$ cat config.mk
export PLATFORM = sky130hd
export DESIGN_NAME = logic_unit_arbiter
export DESIGN_NICKNAME = d
export VERILOG_FILES = /design/src/rtl/logic_pkg.sv /design/src/rtl/logic_unit.sv /design/src/rtl/rr_arbiter.sv /design/src/rtl/logic_unit_arbiter.sv
export SDC_FILE = /design/constraint.sdc
export NUM_CORES = 1
export LEC_CHECK = 0
export CORE_AREA = 2 2 243 245
export CTS_CLUSTER_DIAMETER = 40
export DETAILED_ROUTE_END_ITERATION = 10
export DIE_AREA = 0 0 245 247
export PLACE_DENSITY = 0.61
export SYNTH_ARGS = -nofsm -noshare
export SYNTH_HDL_FRONTEND = slang
export SYNTH_SLANG_ARGS = --single-unit
$ cat constraint.sdc
create_clock -name clk -period 4.7 [get_ports clk]
set_input_delay 1.175 -clock clk [delete_from_list [all_inputs] [get_ports clk]]
set_output_delay 1.175 -clock clk [all_outputs]
set_load 0.05 [all_outputs]
$ cat src/rtl/logic_pkg.sv
// Shared definitions for the logic unit arbiter: datapath widths and op-select encodings.
package logic_pkg;

  localparam int unsigned DATA_W = 64;
  localparam int unsigned SEL_W  = 3;

  typedef logic [SEL_W-1:0] lop_t;

  localparam lop_t LOP_AND   = 3'd0;
  localparam lop_t LOP_OR    = 3'd1;
  localparam lop_t LOP_XOR   = 3'd2;
  localparam lop_t LOP_NAND  = 3'd3;
  localparam lop_t LOP_NOR   = 3'd4;
  localparam lop_t LOP_XNOR  = 3'd5;
  localparam lop_t LOP_NOTA  = 3'd6;
  localparam lop_t LOP_PASSA = 3'd7;

endpackage

$ cat src/rtl/logic_unit.sv
// Purely combinational bitwise logic unit; every select value maps to a defined op.
module logic_unit
  import logic_pkg::*;
#(
  parameter int unsigned DATA_W = logic_pkg::DATA_W
) (
  input  logic [DATA_W-1:0] a,
  input  logic [DATA_W-1:0] b,
  input  lop_t              sel,
  output logic [DATA_W-1:0] y
);

  // Decode the op select into the bitwise result.
  always_comb begin
    y = '0;
    unique case (sel)
      LOP_AND:   y = a & b;
      LOP_OR:    y = a | b;
      LOP_XOR:   y = a ^ b;
      LOP_NAND:  y = ~(a & b);
      LOP_NOR:   y = ~(a | b);
      LOP_XNOR:  y = ~(a ^ b);
      LOP_NOTA:  y = ~a;
      LOP_PASSA: y = a;
      default:   y = a;
    endcase
  end

endmodule

$ cat src/rtl/rr_arbiter.sv
// Rotating-priority arbiter: searches ptr, ptr+1, ... (mod NUM_REQ) for the first request.
module rr_arbiter #(
  parameter int unsigned NUM_REQ = 4,
  parameter int unsigned ID_W    = $clog2(NUM_REQ)
) (
  input  logic [NUM_REQ-1:0] req,
  input  logic               en,
  input  logic [ID_W-1:0]    ptr,
  output logic [NUM_REQ-1:0] grant,
  output logic [ID_W-1:0]    grant_idx
);

  // Pick the first requester at or after ptr; grant nothing when disabled.
  always_comb begin
    logic        found;
    int unsigned idx;
    grant     = '0;
    grant_idx = '0;
    found     = 1'b0;
    idx       = 0;
    for (int unsigned k = 0; k < NUM_REQ; k++) begin
      idx = (32'(ptr) + k) % NUM_REQ;
      if (en && !found && req[idx]) begin
        found      = 1'b1;
        grant[idx] = 1'b1;
        grant_idx  = ID_W'(idx);
      end
    end
  end

endmodule

$ cat src/rtl/logic_unit_arbiter.sv
// Shares one logic unit among NUM_REQ issue slots with round-robin grant and a
// single-entry result register that drains and refills on the same edge.
module logic_unit_arbiter
  import logic_pkg::*;
#(
  parameter int unsigned NUM_REQ = 4,
  parameter int unsigned DATA_W  = logic_pkg::DATA_W,
  parameter int unsigned SEL_W   = logic_pkg::SEL_W,
  parameter int unsigned TAG_W   = 4,
  localparam int unsigned ID_W   = $clog2(NUM_REQ)
) (
  input  logic                      clk,
  input  logic                      rst,
  input  logic [NUM_REQ-1:0]        req_valid,
  output logic [NUM_REQ-1:0]        req_ready,
  input  logic [NUM_REQ*DATA_W-1:0] req_a,
  input  logic [NUM_REQ*DATA_W-1:0] req_b,
  input  logic [NUM_REQ*SEL_W-1:0]  req_sel,
  input  logic [NUM_REQ*TAG_W-1:0]  req_tag,
  output logic                      res_valid,
  input  logic                      res_ready,
  output logic [DATA_W-1:0]         res_data,
  output logic [ID_W-1:0]           res_id,
  output logic [TAG_W-1:0]          res_tag
);

  logic [DATA_W-1:0] a_arr   [NUM_REQ];
  logic [DATA_W-1:0] b_arr   [NUM_REQ];
  logic [SEL_W-1:0]  sel_arr [NUM_REQ];
  logic [TAG_W-1:0]  tag_arr [NUM_REQ];

  for (genvar i = 0; i < NUM_REQ; i++) begin : g_unpack
    assign a_arr[i]   = req_a[i*DATA_W +: DATA_W];
    assign b_arr[i]   = req_b[i*DATA_W +: DATA_W];
    assign sel_arr[i] = req_sel[i*SEL_W +: SEL_W];
    assign tag_arr[i] = req_tag[i*TAG_W +: TAG_W];
  end

  logic              res_valid_q;
  logic [DATA_W-1:0] a_q;
  logic [DATA_W-1:0] b_q;
  logic [SEL_W-1:0]  sel_q;
  logic [TAG_W-1:0]  tag_q;
  logic [ID_W-1:0]   id_q;
  logic [ID_W-1:0]   ptr_q;

  logic               can_accept;
  logic               arb_en;
  logic [NUM_REQ-1:0] grant;
  logic [ID_W-1:0]    grant_idx;
  logic               transfer;
  logic [ID_W-1:0]    ptr_next;

  // A held result blocks new grants until the consumer takes it; reset blocks all grants.
  assign can_accept = !res_valid_q || res_ready;
  assign arb_en     = can_accept && !rst;

  rr_arbiter #(
    .NUM_REQ (NUM_REQ),
    .ID_W    (ID_W)
  ) u_rr_arbiter (
    .req       (req_valid),
    .en        (arb_en),
    .ptr       (ptr_q),
    .grant     (grant),
    .grant_idx (grant_idx)
  );

  // Grant is only ever raised on a valid slot, so any grant bit is a transfer.
  assign req_ready = grant;
  assign transfer  = |grant;
  assign ptr_next  = (grant_idx == ID_W'(NUM_REQ - 1)) ? '0 : grant_idx + ID_W'(1);

  // Result register and rotating pointer; a transfer overrides the drain of the previous result.
  always_ff @(posedge clk) begin
    if (rst) begin
      res_valid_q <= 1'b0;
      a_q         <= '0;
      b_q         <= '0;
      sel_q       <= '0;
      tag_q       <= '0;
      id_q        <= '0;
      ptr_q       <= '0;
    end else begin
      res_valid_q <= res_valid_q && !res_ready;
      if (transfer) begin
        a_q         <= a_arr[grant_idx];
        b_q         <= b_arr[grant_idx];
        sel_q       <= sel_arr[grant_idx];
        tag_q       <= tag_arr[grant_idx];
        id_q        <= grant_idx;
        res_valid_q <= 1'b1;
        ptr_q       <= ptr_next;
      end
    end
  end

  logic_unit #(
    .DATA_W (DATA_W)
  ) u_logic_unit (
    .a   (a_q),
    .b   (b_q),
    .sel (sel_q),
    .y   (res_data)
  );

  assign res_valid = res_valid_q;
  assign res_id    = id_q;
  assign res_tag   = tag_q;

endmodule

==> tab_implementation.tex <==
\begin{tabular}{lr}
\hline
Metric & Value \\
\hline
\multicolumn{2}{l}{\textbf{Worst setup path}} \\
Kind of cell adding the most delay to the critical path & buffers and inverters \\
Maximum fanout along the worst path & 10 \\
Stage delay of the slowest cell on the critical path & 0.56 ns \\
Worst Path Class, Setup & input pin to output port \\
Reg-to-Reg Start & ptr\_q[0] \\
Capturing element type of the critical path & output port \\
Crit path cell chain & clkdlybuf4s50\_1, or3b\_1, o22ai\_1, a22oi\_1, o22ai\_1, buf\_4, buf\_12 \\
Endpoint of the most critical register-to-register path & b\_q[18] \\
Buffer and inverter count on the worst path & 3 \\
Worst endpoint required time & approximately 3.5 ns \\
CP most frequent cell & o22ai\_1 \\
Arrival time worst endpoint & between 3 and 4 ns \\
Register-to-register setup slack & a little under 0.7 ns \\
Number of gates on the worst path with buffers counted & 7 \\
Startpoint type of the worst setup path & input pin \\
Critical-path cell with the highest stage delay & clkdlybuf4s50\_1 \\
Depth of the worst register-to-register path & 11 \\
\multicolumn{2}{l}{\textbf{Layout}} \\
Net total in the final layout & 3092 \\
Register area & 0.00282 mm\^{}2 \\
N\_diodes & 0 \\
Combined area of the multi-input logic cells & between 0.01 and 0.015 mm\^{}2 \\
Final Non-Filler Cells & roughly 3200 \\
Fraction of final layout cells sized beyond drive strength 1 & 0.145 \\
Area growth from synthesis to layout & 47.4\% \\
Filler Cells Inserted & $\sim$5700 \\
\multicolumn{2}{l}{\textbf{Yosys}} \\
Fraction of registers with async set or reset after synthesis & 0 \\
Number of nets produced by synthesis & 2561 \\
Synth area leader & mux2i\_1 \\
Yosys synthesis warning count & 0 \\
Flops \& latches, synth & 140 \\
Post-synthesis simple-gate area fraction & 0.121 \\
Mux share of post-synthesis cell area & 0.382 \\
Most instantiated flip-flop cell in the synthesis netlist & dfxtp\_1 \\
Compound-gate portion of the synthesized area & 0.135 \\
Cell with the most instances after synthesis & mux2i\_1 \\
Post-synth EDFFs & 0 \\
Cell area after synthesis & between 0.015 and 0.02 mm\^{}2 \\
Main combinational cell family by area after synthesis & multiplexers \\
Post-synthesis share of cell area spent on xor and xnor gates & 0.00107 \\
Sequential share of the synthesized area & 0.171 \\
Gate Count Post-Synth & 1878 \\
Fraction of the mapped netlist area in adder cells & 0.104 \\
Distinct cells, synth & 52 \\
Average instance area after synthesis & 8.72 um\^{}2 \\
Fraction of synthesized cell area taken by the top area cell type & 0.219 \\
Largest cells by area after synthesis & mux2i\_1, dfxtp\_1, mux2\_2 \\
Most used standard cells in the synthesized netlist & mux2i\_1, mux2\_2, dfxtp\_1, inv\_1, ha\_1 \\
\multicolumn{2}{l}{\textbf{Power and ir drop}} \\
Pwr dens & approximately 610 mW/mm\^{}2 \\
NetSw & around 7.3 mW \\
Flop pwr share & 0.152 \\
Proportion of power drawn by the clock network & 0.088 \\
Comb power frac & 0.760 \\
Worst vdd ir & 417 uV \\
Static leakage power & between 9 and 10 nW \\
Net switching share of the total power & 0.493 \\
Internal Pwr Total & 7.47 mW \\
\multicolumn{2}{l}{\textbf{Global routing}} \\
Most Used Layer, Global Route & met2 \\
Grt total ovfl & 0 \\
Vias in the first global route & 16100 \\
Grt met3 use & 0.0422 \\
Met1 track utilization from global routing & 0.226 \\
Tot GR Track Use & 0.186 \\
Initial antenna violation count & 0 \\
Wire length of the first global-routing pass & 88.7 mm \\
Pin count of the biggest net entering global routing & $\sim$130 \\
Met2 demand-to-capacity share in global routing & 0.326 \\
\multicolumn{2}{l}{\textbf{Clocking}} \\
Post-CTS Repair Setup Buffers & 0 \\
Count of hold buffers inserted by post-cts repair & 0 \\
Clock transition at the registers of the reported paths & 0.06 ns \\
Number of clock sinks seen by CTS & between 100 and 150 \\
Clock latency of the later-clocked register in the worst-skew pair & about 0.50 ns \\
CTS H-tree lvls & 4 \\
Clock buffers created by TritonCTS & 17 \\
Bufs on Longest Clock Path & 2 \\
Clock tree from TritonCTS & done \\
Cts repair resizes & 0 \\
Cell at the root of the clock tree & clkbuf\_16 \\
\multicolumn{2}{l}{\textbf{Floorplan}} \\
Core Area & approximately 0.058 mm\^{}2 \\
I/O Pins & just over 600 \\
DIE WIDTH & between 200 and 250 um \\
Starting density of the core & 0.281 \\
Vertical die dimension & 247 um \\
Placement Rows & between 80 and 90 \\
Die Outline Area & $\sim$0.061 mm\^{}2 \\
\multicolumn{2}{l}{\textbf{Route}} \\
Vias/cell & roughly 5 \\
Number of antenna-violating nets in the routed design & 0 \\
Drc violations & 0 \\
DR pass1 iterations & 5 \\
Final wirelength & $\sim$60 mm \\
Overall via count from detail\_route & roughly 16000 \\
Iteration-0 DRC count of the detailed router & slightly below 700 \\
Avg WL per Cell & between 15 and 20 um \\
\multicolumn{2}{l}{\textbf{Timing}} \\
Share of the clock period used by the worst path & 0.950 \\
Number of slew-limit violations in the final report & 0 \\
Total Neg Setup Slack & 0 ns \\
Minimum clock period after layout & between 4 and 5 ns \\
RSZ-0062 raised after global routing & false \\
Maximum frequency from static timing analysis & around 220 MHz \\
Fin. Hold Viols & 0 \\
Final-report setup violation count & 0 \\
Worst slew pin tran & 0.867 ns \\
Worst clock skew on the final layout & between 0.03 and 0.04 ns \\
Remaining max-slew budget at the tightest pin & 0.420 \\
\multicolumn{2}{l}{\textbf{Placement}} \\
Port bufs & between 600 and 700 \\
Final Wtd Congestion & 0.838 \\
Final HPWL from detailed placement & 44.5 mm \\
Placed Instances & around 3200 \\
\multicolumn{2}{l}{\textbf{Min path}} \\
Hold Path End & res\_tag[0] \\
Cell count of the worst hold path & 2 \\
Type of the most critical hold path & flop to flop \\
Origin of the worst min-delay path & res\_tag[0] \\
\multicolumn{2}{l}{\textbf{Status}} \\
Run status & complete, no violations \\
\multicolumn{2}{l}{\textbf{Flow run}} \\
Max capacitance violation total & 0 \\
\hline
\end{tabular}
[worst reg2reg max path, stage by stage, from the launching register on]
cell,delay (ns)
dfxtp_2,0.52
inv_1,0.24
ha_1,0.54
mux4_2,0.62
a211o_1,0.32
nand3b_1,0.29
nand3_4,0.20
buf_12,0.31
buf_4,0.37
mux2i_1,0.23
mux2_2,0.17
o21ai_1,0.06
[layer usage]
metal,share of wire,wire [um]
met4,0.017,1020
met5,0,0
met1,0.43,25000
met3,0.062,3600
met2,0.49,28800
[through the flow]
stage	total power, mW	util	hold WS [ns]	worst slack (ns)	area, um^2
2_1_floorplan	9.91	-	0.467	0.457	16400
3_3_place_gp	13.1	0.405	0.466	0.407	23600
3_5_place_dp	13.5	0.405	0.470	0.279	23600
4_1_cts	14.9	0.415	0.480	0.0658	24100
5_1_grt	15.9	0.415	0.487	0.128	24100
6_report	14.7	0.415	0.479	0.234	24100
[sequential cells by signal (all words and copies together) (netlist names)]
register and count:
b_q 64, a_q 64, res_tag 4, sel_q 3, res_valid 1, ptr_q 2
res_id 2
[cell families (layout without fill, tap and decap cells)]
group                    count (synthesis)  in the layout
adder cells (fa/ha/maj)                136            136
flip-flops                             140            140
buffers and inverters                  305            849
AND/OR/NAND/NOR                        352            352
multiplexers                           563            563
AO/OA/AOI/OAI                          380            380
XOR/XNOR                                 2              2
[placed cells by master, fill, tap and decap left out, types with 4 or more instances in the layout]
cell / n
nor2_1: 70
clkbuf_16: 17
a221oi_1: 6
o21a_1: 4
nand3b_1: 132
ha_1: 136
a211o_1: 8
mux2i_1: 358
a221o_1: 4
clkdlybuf4s50_1: 575
nand2b_1: 7
buf_4: 53
nor2b_1: 20
a22oi_1: 30
clkinv_2: 5
a22o_1: 7
dfxtp_1: 136
o21ai_1: 131
o22ai_1: 6
a21oi_1: 65
nor3_1: 5
o2bb2ai_1: 17
clkinv_4: 5
o211ai_1: 8
nand4_1: 4
buf_12: 47
or3_1: 15
mux4_2: 32
mux2_2: 173
inv_1: 139
o21ai_0: 84
nand2_1: 89
[worst max path at each step]
stage | from | end | slack, ns
2_1_floorplan | req_valid[1] | req_ready[3] | 0.46
3_3_place_gp | req_valid[2] | b_q[5] | 0.41
3_5_place_dp | req_valid[1] | req_ready[2] | 0.28
4_1_cts | ptr_q[0] | req_ready[2] | 0.07
5_1_grt | req_valid[1] | req_ready[0] | 0.13
6_report | req_valid[1] | req_ready[0] | 0.23
[final cells by class]
| cell class | instances | share of cell area |
|---|---|---|
| timing repair buffer | 675 | 0.294 |
| clock buffer | 19 | 0.0188 |
| tap | 773 | 0.0401 |
| inverter | 142 | 0.0225 |
| sequential | 140 | 0.117 |
| clock inverter | 13 | 0.00389 |
| multi-input combinational | 1433 | 0.504 |
[power by group through the flow]
stage / clock network [mW] / registers, mW / logic [mW]
floorplan: 0 / 2.11 / 7.80
global placement: 0 / 2.25 / 10.9
detailed placement: 0 / 2.27 / 11.2
CTS: 1.36 / 2.25 / 11.3
global route: 1.39 / 2.32 / 12.2
finish: 1.30 / 2.24 / 11.2
Power figures use the tool's default switching activity.
==> edit, RTL diff (config.mk and constraints unchanged) <==
Reset style: asynchronous (`rst`), changed in one clocked block.
--- a/src/rtl/logic_unit_arbiter.sv
+++ b/src/rtl/logic_unit_arbiter.sv
@@ -73,5 +73,5 @@
 
   // Result register and rotating pointer; a transfer overrides the drain of the previous result.
-  always_ff @(posedge clk) begin
+  always_ff @(posedge clk or posedge rst) begin
     if (rst) begin
       res_valid_q <= 1'b0;
Behaviour: not the same (a bounded check fails within 4 cycles, from zero or initial values and one cycle with rst high; the reset may be asserted at any time).
==> edit against the original RTL <==
  * Fmax down 2.1%
  * Register-to-register slack better by 0.40 ns
  * Via count up 9.1%
  * Clock skew down 0.022 ns
  * Synthesized area down 3.3%
  * Clock power up 7%
  * Worst setup slack worse by 0.094 ns
  * Routed wire length up 4.3%
  * Largest cell class unchanged
  * Global-route usage up 0.93 points
  * Power up 41%
  * Critical path type unchanged
  * Final area down 0.54%
  * Count of clock-buffer cells in the layout down 2
  * Synthesized cell count up 12%
  * Sequential cell count unchanged
==> edit: results (changes against the original RTL) <==
* Synth Area in Compound Gates at 0.231 (+0.0964)
* GRT Util Overall at 0.196 (+0.00932)
* DRT Wirelength at 60900 um (+4.3%)
* Worst Path Arrival at 3.39 ns (+0.10 ns)
* Reg2reg end: a_q[49]
* Post-synthesis sequential area ratio at 0.221 (+0.0500)
* Yosys cell types at 37 (-29%)
* Worst-path fanout max at 9 (-1)
* Reg2Reg Depth at 10 (-1)
* Switch share at 0.536 (+0.0435)
* GRT met1 Usage at 0.228 (+0.00223)
* Max Clock Skew at 0.00851 ns (-0.0219 ns)
* Post-Synth Adder-Cell Area at 0.107 (+0.00349)
* Syn_nets at 2779 (+8.5%)
* Layout cells sized above 1 at 0.0939 (-0.0510)
* Post-detail-place hpwl at 47500 um (+6.7%)
* Hold Path Sink: res_tag[1]
* Fin nets at 3310 (+7.1%)
* Wl on met1 at 24900 um (-0.17%)
* Min-delay src: res_tag[1]
* Non-filler cells, final at 3415 (+6.9%)
* Post-Place Cell Area at 23400 sq um (-0.83%)
* Worst setup path endpoint: req_ready[1]
* Reg power frac at 0.122 (-0.030)
* Fin crit period at 4.56 ns (+0.0941 ns)
* Logic gate share of total power at 0.811 (+0.051)
* FF-to-FF Start: ptr_q[1]
* Met3 Use GR at 0.0357 (-0.00651)
* Worst path max stage delay at 0.59 ns (+0.03 ns)
* Initial antenna violation count at 3 (+3)
* Via density at 5.09 (+2.1%)
* Worst slack at placement at 0.154 ns (-0.126 ns)
* WL met2 at 31400 um (+9.0%)
* Synth top area cells: dfrtp_1 22%, nand2_1 11%, ha_1 11%
* Hold WS at 0.488 ns (+0.00899 ns)
* Relative slew slack at 0.375 (-0.0451)
* Fillers at 5784 (+2.3%)
* Status: finished, final reports clean
* Sequential power at 2.54 mW (+13%)
* Post-synthesis xor/xnor area fraction at 0.00718 (+0.00611)
* Global-route wire length before repair at 93400 um (+5.2%)
* Share of flip-flops with an asynchronous set or reset at 1.00 (+1.00)
edit: kinds of logic (layout without fill, tap and decap cells):
| family | after synthesis | after routing |
|---|---|---|
| AOI/OAI and AO/OA | 537 | 537 |
| xor gates and xnor gates | 13 | 13 |
| adders and majority gates | 136 | 136 |
| buffers and inverters | 325 | 869 |
| DFF | 140 | 140 |
| muxes | 96 | 96 |
| other | 0 | 2 |
| and+or+nand+nor | 849 | 849 |
edit: cell type report:
class	instances	area (sq um)	area share
tap	773	967	0.0403
clock inverter	15	165	0.00688
sequential	140	3520	0.146
multi-input combinational	1631	11200	0.465
antenna	2	5.00	0.000208
inverter	139	536	0.0223
timing repair buffer	698	7230	0.301
clock buffer	17	425	0.0177
edit: worst min-delay path: stages (launching register included):
cell,delay (ns)
dfrtp_1,0.35
nand2_1,0.05
o31ai_1,0.05
edit: repair_timing:
action | 4_1_cts | 5_1_grt
setup buffers | 0 | 0
gates resized for setup | 0 | 3
hold buffers | 0 | 0
setup endpoints to repair | 0 | 4
